[src/rtl/cdb_out_queue_if.sv]
// Bundle of the producer-side CDB queue signals: execution-unit push, arbiter request/grant, status.
// "slave" is the queue's view; "master" is the view of the unit/arbiter environment around it.
interface cdb_out_queue_if #(
  parameter int unsigned DATA_WIDTH    = 4,
  parameter int unsigned CDB_TAG_WIDTH = 4,
  parameter int unsigned DEPTH         = 4
);
  localparam int unsigned CntW = $clog2(DEPTH) + 1;

  logic                     flush;
  logic                     push_valid;
  logic [CDB_TAG_WIDTH-1:0] push_tag;
  logic [DATA_WIDTH-1:0]    push_data;
  logic                     push_ready;
  logic                     cdb_out_request;
  logic [CDB_TAG_WIDTH-1:0] cdb_out_tag;
  logic [DATA_WIDTH-1:0]    cdb_out_data;
  logic                     cdb_out_accepted;
  logic [CntW-1:0]          count;
  logic                     overflow_error;

  modport master (
    output flush, push_valid, push_tag, push_data, cdb_out_accepted,
    input  push_ready, cdb_out_request, cdb_out_tag, cdb_out_data, count, overflow_error
  );

  modport slave (
    input  flush, push_valid, push_tag, push_data, cdb_out_accepted,
    output push_ready, cdb_out_request, cdb_out_tag, cdb_out_data, count, overflow_error
  );
endinterface

[src/rtl/cdb_out_queue.sv]
// FIFO of (tag, data) results that requests the CDB and broadcasts its head on grant.
// Define CDB_OUT_QUEUE_BYPASS_EN to let an empty queue forward a push to the CDB in the same cycle.
module cdb_out_queue #(
  parameter int unsigned DATA_WIDTH    = 4,
  parameter int unsigned CDB_TAG_WIDTH = 4,
  parameter int unsigned DEPTH         = 4
) (
  input  logic          clk,
  input  logic          rst_n,
  cdb_out_queue_if.slave bus
);
  localparam int unsigned PtrW   = $clog2(DEPTH);
  localparam int unsigned CntW   = PtrW + 1;
  localparam int unsigned EntryW = CDB_TAG_WIDTH + DATA_WIDTH;

  logic [EntryW-1:0] mem_q [DEPTH];
  logic [PtrW-1:0]   rd_ptr_q, rd_ptr_d;
  logic [PtrW-1:0]   wr_ptr_q, wr_ptr_d;
  logic [CntW-1:0]   count_q, count_d;
  logic              overflow_q, overflow_d;

  logic full, empty;
  logic push_ok, push_store, pop_store;
  logic [EntryW-1:0] head;

  assign full    = (count_q == CntW'(DEPTH));
  assign empty   = (count_q == '0);
  assign head    = mem_q[rd_ptr_q];
  assign push_ok = bus.push_valid && !full && !bus.flush;

`ifdef CDB_OUT_QUEUE_BYPASS_EN
  logic bypass;
  assign bypass = empty && bus.push_valid && !bus.flush;

  // A bypassed entry that is granted immediately never touches storage.
  assign push_store = push_ok && !(bypass && bus.cdb_out_accepted);
  assign pop_store  = !empty && bus.cdb_out_accepted && !bus.flush;

  always_comb begin
    bus.cdb_out_request = !empty || bypass;
    bus.cdb_out_tag     = '0;
    bus.cdb_out_data    = '0;
    if (!empty) begin
      bus.cdb_out_tag  = head[EntryW-1:DATA_WIDTH];
      bus.cdb_out_data = head[DATA_WIDTH-1:0];
    end else if (bypass) begin
      bus.cdb_out_tag  = bus.push_tag;
      bus.cdb_out_data = bus.push_data;
    end
  end
`else
  assign push_store = push_ok;
  assign pop_store  = !empty && bus.cdb_out_accepted && !bus.flush;

  always_comb begin
    bus.cdb_out_request = !empty;
    bus.cdb_out_tag     = '0;
    bus.cdb_out_data    = '0;
    if (!empty) begin
      bus.cdb_out_tag  = head[EntryW-1:DATA_WIDTH];
      bus.cdb_out_data = head[DATA_WIDTH-1:0];
    end
  end
`endif

  assign bus.push_ready     = !full;
  assign bus.count          = count_q;
  assign bus.overflow_error = overflow_q;

  always_comb begin
    rd_ptr_d   = rd_ptr_q;
    wr_ptr_d   = wr_ptr_q;
    count_d    = count_q;
    overflow_d = overflow_q;
    // A push refused for lack of space is sticky; a flushed push is not an attempt.
    if (bus.push_valid && full && !bus.flush) begin
      overflow_d = 1'b1;
    end
    if (bus.flush) begin
      rd_ptr_d = '0;
      wr_ptr_d = '0;
      count_d  = '0;
    end else begin
      if (push_store) wr_ptr_d = wr_ptr_q + 1'b1;
      if (pop_store)  rd_ptr_d = rd_ptr_q + 1'b1;
      if (push_store && !pop_store) begin
        count_d = count_q + 1'b1;
      end else if (pop_store && !push_store) begin
        count_d = count_q - 1'b1;
      end
    end
  end

  always_ff @(posedge clk) begin
    if (!rst_n) begin
      rd_ptr_q   <= '0;
      wr_ptr_q   <= '0;
      count_q    <= '0;
      overflow_q <= 1'b0;
    end else begin
      rd_ptr_q   <= rd_ptr_d;
      wr_ptr_q   <= wr_ptr_d;
      count_q    <= count_d;
      overflow_q <= overflow_d;
    end
  end

  always_ff @(posedge clk) begin
    if (rst_n && push_store) begin
      mem_q[wr_ptr_q] <= {bus.push_tag, bus.push_data};
    end
  end
endmodule

[src/flat_wrapper.sv]
// flat-port wrapper written by rule: the top's interface ports become plain ports
module cdb_out_queue_flat 
#(
  parameter int unsigned DATA_WIDTH    = 4,
  parameter int unsigned CDB_TAG_WIDTH = 4,
  parameter int unsigned DEPTH         = 4
)
  (clk, rst_n, bus_flush, bus_push_valid, bus_push_tag, bus_push_data, bus_cdb_out_accepted, bus_push_ready, bus_cdb_out_request, bus_cdb_out_tag, bus_cdb_out_data, bus_count, bus_overflow_error);
  cdb_out_queue_if #(.DATA_WIDTH(DATA_WIDTH), .CDB_TAG_WIDTH(CDB_TAG_WIDTH), .DEPTH(DEPTH)) bus_i ();
  input  logic clk;
  input  logic rst_n;
  input wire logic [$bits(bus_i.flush)-1:0] bus_flush;
  input wire logic [$bits(bus_i.push_valid)-1:0] bus_push_valid;
  input wire logic [$bits(bus_i.push_tag)-1:0] bus_push_tag;
  input wire logic [$bits(bus_i.push_data)-1:0] bus_push_data;
  input wire logic [$bits(bus_i.cdb_out_accepted)-1:0] bus_cdb_out_accepted;
  output wire logic [$bits(bus_i.push_ready)-1:0] bus_push_ready;
  output wire logic [$bits(bus_i.cdb_out_request)-1:0] bus_cdb_out_request;
  output wire logic [$bits(bus_i.cdb_out_tag)-1:0] bus_cdb_out_tag;
  output wire logic [$bits(bus_i.cdb_out_data)-1:0] bus_cdb_out_data;
  output wire logic [$bits(bus_i.count)-1:0] bus_count;
  output wire logic [$bits(bus_i.overflow_error)-1:0] bus_overflow_error;
  assign bus_i.flush = bus_flush;
  assign bus_i.push_valid = bus_push_valid;
  assign bus_i.push_tag = bus_push_tag;
  assign bus_i.push_data = bus_push_data;
  assign bus_i.cdb_out_accepted = bus_cdb_out_accepted;
  assign bus_push_ready = bus_i.push_ready;
  assign bus_cdb_out_request = bus_i.cdb_out_request;
  assign bus_cdb_out_tag = bus_i.cdb_out_tag;
  assign bus_cdb_out_data = bus_i.cdb_out_data;
  assign bus_count = bus_i.count;
  assign bus_overflow_error = bus_i.overflow_error;
  cdb_out_queue #(.DATA_WIDTH(DATA_WIDTH), .CDB_TAG_WIDTH(CDB_TAG_WIDTH), .DEPTH(DEPTH)) u_core (.clk(clk), .rst_n(rst_n), .bus(bus_i));
endmodule
[config.mk]
export PLATFORM = sky130hd
export DESIGN_NAME = cdb_out_queue_flat
export DESIGN_NICKNAME = d
export VERILOG_FILES = /design/src/rtl/cdb_out_queue_if.sv /design/src/rtl/cdb_out_queue.sv /design/src/flat_wrapper.sv
export SDC_FILE = /design/constraint.sdc
export NUM_CORES = 1
export LEC_CHECK = 0
export BUFFER_PORTS_ARGS = -buffer_cell sky130_fd_sc_hd__buf_2
export CORE_UTILIZATION = 40
export DETAILED_ROUTE_END_ITERATION = 10
export PLACE_DENSITY = 0.61
export SYNTH_ARGS = -nofsm -noshare
export SYNTH_HDL_FRONTEND = slang
export SYNTH_SLANG_ARGS = --single-unit
[constraint.sdc]
create_clock -name clk -period 2.1 [get_ports clk]
set_clock_uncertainty 0.2 [all_clocks]
set_input_delay 0.105 -clock clk [delete_from_list [all_inputs] [get_ports clk]]
set_output_delay 0.105 -clock clk [all_outputs]
set_load 0.05 [all_outputs]
==> impl_metrics.toml, run 1 <==
[run_status]
outcome = "complete, but fails checks"
violations = "setup timing"

[final_layout]
regArea_um2 = 1170
multiInputGateArea_um2 = 562
diodes = 0
finalNonFillerCells = 211
final.fill_count = 352
layout_commonest_cell = "edfxtp_1"
final_cell_mix = "32 x edfxtp_1, 26 x buf_2, 13 x buf_4"
syn2layout_area_growth_pct = 31.3
drive_above_1_share_pct = 40.4
finalNetCount = 179
finalCoreUtilization_pct = 55.7

[setup_path]
critPathBufInv = 1
cp_max_fo = 3
crit_chain = "o31ai_4 > or2_4 > ha_4 > inv_2 > fa_2 > xor2_1 > or3_1 > a21oi_1"
r2r_cells = 8
arrival_ps = 2150
slowest_delay_ps = 360
critPathLaunchType = "register"
reg2reg_from = "u_core.bus.count[2]"
endpoint_kind = "register"
crit_path_end = "u_core.bus.count[2]"
crit_cells = 8
r2r_end = "u_core.bus.count[2]"
crit_path_start = "u_core.bus.count[2]"
worst-endpoint-required_ps = 2110
critPathSlowestCell = "dfxtp_4"
crit_type = "reg2reg"
reg2reg_slack_ps = -40
cpLargestDelayFamily = "adder cells"

[global_route]
antenna_found_initial = 0
first_global_vias = 1032
grt_use_total_pct = 15.7
grt_first_pass_wirelength_um = 5000
globalRouteOverflowTotal = 0
grt_max_degree = 14

[detailed_routing]
via_per_inst = 4.82
wl_per_cell_um = 14.6
drt_first_pass_iters = 4
post-route-drc-count = 0
routed_wl_um = 3090
ant_nets = 0
drtIter0Drc = 35
vias = 1017

[clock_network]
clk_pin_slew_worst_paths_ps = 80
cts-root-buf = "clkbuf_8"
cts.sinks = 42
worstSkewPairLatency_ps = 290
cts_buffers = 5
post_cts_buffers = 0
clock_path_buffers = 2
htree_levels = 2
cts_tree = "yes"

[placed_design]
gp_congestion = 0.676
place_inst = 193
io_buffer_count = 26
dp_hpwl_um = 2220
pre_cts_slack_ps = -54.0

[logic_synthesis]
ys_warn_count = 0
yosysSeqAreaShare_pct = 67.0
ys_ff_latch = 42
syn_area_um2 = 1730
synthCells = 108
yosysUniqueCellTypes = 27
syn-num-nets = 127
syn_area_per_cell_um2 = 16.0

[sta]
min_period_over_period_pct = 102
max_freq_mhz = 467
setup_viol = 1
worstMarginPinSlew_ps = 460
grt_setup_unrepaired = "yes"
drv_slew = 0
fin_setup_tns_ps = -41.4
setup_ws_ps = -41.4
fin_crit_ps = 2140
relSlewSlack_pct = 69.3
hold_violations = 0

[worst_hold_path]
worstHoldPathType = "in2reg"

[die]
core_area_um2 = 4090
fp.dieW_um = 67.8
io_pins = 27
start_util_pct = 42.4
rows = 23
die_y_um = 67.8
die_area_um2 = 4600

[job]
cap_violations = 0

[power_and_ir_drop]
power_mw = 1.86
p_per_area_nw_per_um2 = 817
p_leak_nw = 0.873
peakVddDrop_mv = 0.478
[layer usage]
| metal | GRT usage, % | routed length [µm] | vias up |
|---|---|---|---|
| met2 | 26.7 | 1580 | 25 |
| met3 | 5.00 | 131 | 4 |
| li1 | - | - | 504 |
| met4 | 5.47 | 28 | 0 |
| met5 | 0 | 0 | - |
| met1 | 18.7 | 1350 | 484 |
[cell type report]
type	instances	area share [%]
flip-flops and latches	42	51.5
multi-input cells	57	24.7
repair buffers	49	14.4
clock buffers	5	3.02
clock inverters	3	2.80
well taps	50	2.75
inverters	5	0.825
[cells in the mapped netlist]
library cell	instances	area share [%]
clkbuf_1	1	0.22
nor3b_2	1	0.72
fa_1	1	1.2
clkbuf_2	1	0.29
nor2_1	5	1.1
nand2b_1	2	0.72
nand3_1	2	0.58
inv_1	5	1.1
and3_1	4	1.4
edfxtp_1	32	55
ha_1	5	3.6
o21ai_0	3	0.87
buf_2	1	0.29
mux4_2	8	10
mux2i_1	1	0.58
o31ai_1	1	0.43
nand2_1	1	0.22
o21ai_1	1	0.29
xor2_1	3	1.5
a21oi_1	5	1.4
nor2b_1	9	3.2
nor3_1	1	0.29
or3_1	2	0.72
buf_6	1	0.65
or2_2	1	0.36
nor2b_4	1	0.79
dfxtp_1	10	12
[kinds of logic after synthesis]
family	count (synthesis)	synth area share [%]
adder cells (fa/ha/maj)	6	4.77
flip-flops	42	67.0
buffers and inverters	9	2.53
AND/OR/NAND/NOR	29	10.2
AO/OA/AOI/OAI	10	3.03
multiplexers	9	11.0
XOR/XNOR	3	1.52
[worst reg2reg max path: stages, from the launching register on]
cell and delay [ps]:
dfxtp_4 360, o31ai_4 250, or2_4 170, ha_4 140, inv_2 40, fa_2 330
xor2_1 150, or3_1 300, a21oi_1 130
[sequential cells by signal, indices dropped and copies added (netlist names), named ones only]
signal and cells:
u_core.mem_q 32, u_core.rd_ptr_q 2, u_core.bus.overflow_error 1, u_core.bus.count 3
u_core.wr_ptr_q 2
[power by group]
group          total [mW]  switching [mW]  internal, mW
clock network       0.733           0.263         0.470
registers           0.911         0.00886         0.902
logic               0.215           0.133        0.0827
total                1.86           0.404          1.45
[worst min path at each step]
stage / start / to / slack (ps) / cells past startpoint
6_report: bus_cdb_out_accepted / u_core.rd_ptr_q[1] / 40 / 4
5_1_grt: bus_cdb_out_accepted / register / 40 / 4
4_1_cts: bus_cdb_out_accepted / register / 30 / 4
3_5_place_dp: bus_push_tag[1] / u_core.mem_q[2][5] / 120 / 1
3_3_place_gp: bus_push_tag[1] / u_core.mem_q[0][5] / 120 / 1
2_1_floorplan: bus_push_data[0] / u_core.mem_q[0][0] / 4 / 0
[per-stage QoR]
| stage | hold WS [ps] | cell area (µm²) |
|---|---|---|
| 2_1_floorplan | 3.87 | 1780 |
| 3_3_place_gp | 116 | 2040 |
| 3_5_place_dp | 123 | 2040 |
| 4_1_cts | 30.4 | 2280 |
| 5_1_grt | 43.1 | 2280 |
| 6_report | 38.0 | 2280 |
[what timing repair did]
item | in CTS | in global routing
hold buffers | 10 | 0
cloned | 0 | 0
setup endpoints to repair | 1 | 1
pin swaps | 1 | 0
endpoints found under the hold margin | 35 | 0
gates resized for setup | 1 | 0
(Power assumes the default switching activity.)
==> run 2: changes to the inputs <==
Settings changed: CTS_BUF_LIST set to sky130_fd_sc_hd__clkbuf_4.
==> run 2 against run 1 <==
  * The run still ends with setup timing left
  * Clock power down 16%
  * Worst hold slack better by 23 ps
  * Global-route usage up 0.22 points
  * Largest power group unchanged
  * Die area unchanged
  * Cell area up 0.66%
  * First-iteration DRC count up 5.7%
  * Largest cell class unchanged
  * Wire length up 2.6%
  * Clock-buffer cell count unchanged
  * Combinational power up 3%
  * Sequential power about the same
  * Via count up 3.4%
  * Core utilization up 0.37 points
==> impl_metrics.toml, run 2 (synthesis results as in run 1) <==
[power_and_ir_drop]
power_mw = 1.75
p_leak_nw = 0.882
p_per_area_nw_per_um2 = 765
peakVddDrop_mv = 0.347

[final_layout]
largest_reg_flops = 32
diodes = 0
drive_above_1_share_pct = 39.4
final.fill_count = 352
final_cell_mix = "32 x edfxtp_1, 25 x buf_2, 14 x dlygate4sd3_1"
finalCoreUtilization_pct = 56.1
finalNetCount = 183
layout_commonest_cell = "edfxtp_1"
top_register = "u_core.mem_q"
syn2layout_area_growth_pct = 32.2

[setup_path]
critPathLaunchType = "register"
cp_max_fo = 3
crit_type = "reg2reg"
endpoint_kind = "register"
reg2reg_slack_ps = -60
cpLargestDelayFamily = "adder cells"
crit_chain = "o31ai_4 > or2_4 > ha_4 > inv_2 > fa_2 > xor2_1 > or3_1 > a21oi_1"
critPathBufInv = 1
arrival_ps = 2230
critPathSlowestCell = "dfxtp_4"
worst-endpoint-required_ps = 2170
slowest_delay_ps = 380

[placed_design]
gp_congestion = 0.676
dp_hpwl_um = 2220
pre_cts_slack_ps = -54.0
io_buffer_count = 26

[detailed_routing]
ant_nets = 0
drtIter0Drc = 37
routed_wl_um = 3170
via_per_inst = 4.89
post-route-drc-count = 0
wl_per_cell_um = 14.7
drt_first_pass_iters = 4
vias = 1052

[job]
cap_violations = 0

[sta]
min_period_over_period_pct = 103
fin_setup_tns_ps = -56.8
fin_crit_ps = 2160
drv_slew = 0
setup_ws_ps = -56.8
relSlewSlack_pct = 69.8
max_freq_mhz = 464
hold_ws_ps = 61.5
worstMarginPinSlew_ps = 452
setup_viol = 1
grt_setup_unrepaired = "yes"
hold_violations = 0

[global_route]
globalRouteOverflowTotal = 0
grt_first_pass_wirelength_um = 5090
grt_use_total_pct = 15.9
grt_max_degree = 14
antenna_found_initial = 0
first_global_vias = 1078

[clock_network]
cts_buffers = 5
htree_levels = 2
clk_pin_slew_worst_paths_ps = 120
post_cts_buffers = 0
cts_tree = "yes"
cts-root-buf = "clkbuf_4"
cts.sinks = 42
clock_path_buffers = 2
worstSkewPairLatency_ps = 340

[die]
fp.dieW_um = 67.8
die_area_um2 = 4600
rows = 23
die_y_um = 67.8
start_util_pct = 42.4
io_pins = 27
core_area_um2 = 4090

[worst_hold_path]
worstHoldPathType = "in2reg"

[run_status]
outcome = "complete, but fails checks"
violations = "setup timing"
run 2: final timing paths:
kind / startpoint / to / cells past startpoint
hold reg to reg: u_core.rd_ptr_q[1] / u_core.rd_ptr_q[1] / 2
setup reg to reg: u_core.bus.count[2] / u_core.bus.count[2] / 8
hold / removal: bus_flush / u_core.bus.count[2] / 3
setup / recovery: u_core.bus.count[2] / u_core.bus.count[2] / 8
run 2: where the power goes:
part | switching, mW | total (mW) | internal, mW
combinational | 0.134 | 0.222 | 0.0880
sequential | 0.00891 | 0.911 | 0.902
clock | 0.252 | 0.619 | 0.367
total | 0.396 | 1.75 | 1.36
run 2: metal layers:
metal	up-vias	GRT usage, %	routed length [µm]	part of all wire (%)
met3	5	5.00	137	4.3
met5	-	0	0	0
li1	515	-	-	-
met4	0	5.47	44	1.4
met2	28	27.6	1650	52
met1	504	18.6	1340	42
run 2: area by class of cell:
type	instances	area, µm²	area share (%)
clock buffer	5	37.5	1.64
inverter	5	18.8	0.819
sequential	42	1170	51.2
multi-input combinational	57	562	24.5
clock inverter	3	63.8	2.79
tap	50	62.6	2.73
timing repair buffer	53	374	16.3
run 2: worst min-delay path: cells and delay by family:
kind                   cells  cell delay (ps)
buffers and inverters      1              100
AOI/OAI and AO/OA          1               70
and+or+nand+nor            1              290
run 2: what timing repair did:
action,in CTS,in global routing
hold buffers,14,0
resized for setup,1,3
endpoints found under the setup margin,1,9
pin swaps,1,0
endpoints found under the hold margin,37,0
run 2: metrics by stage:
step | cells | instance area [µm²]
2_1_floorplan | 108 | 1780
3_3_place_gp | 193 | 2040
3_5_place_dp | 193 | 2040
4_1_cts | 215 | 2280
5_1_grt | 215 | 2290
6_report | 215 | 2290
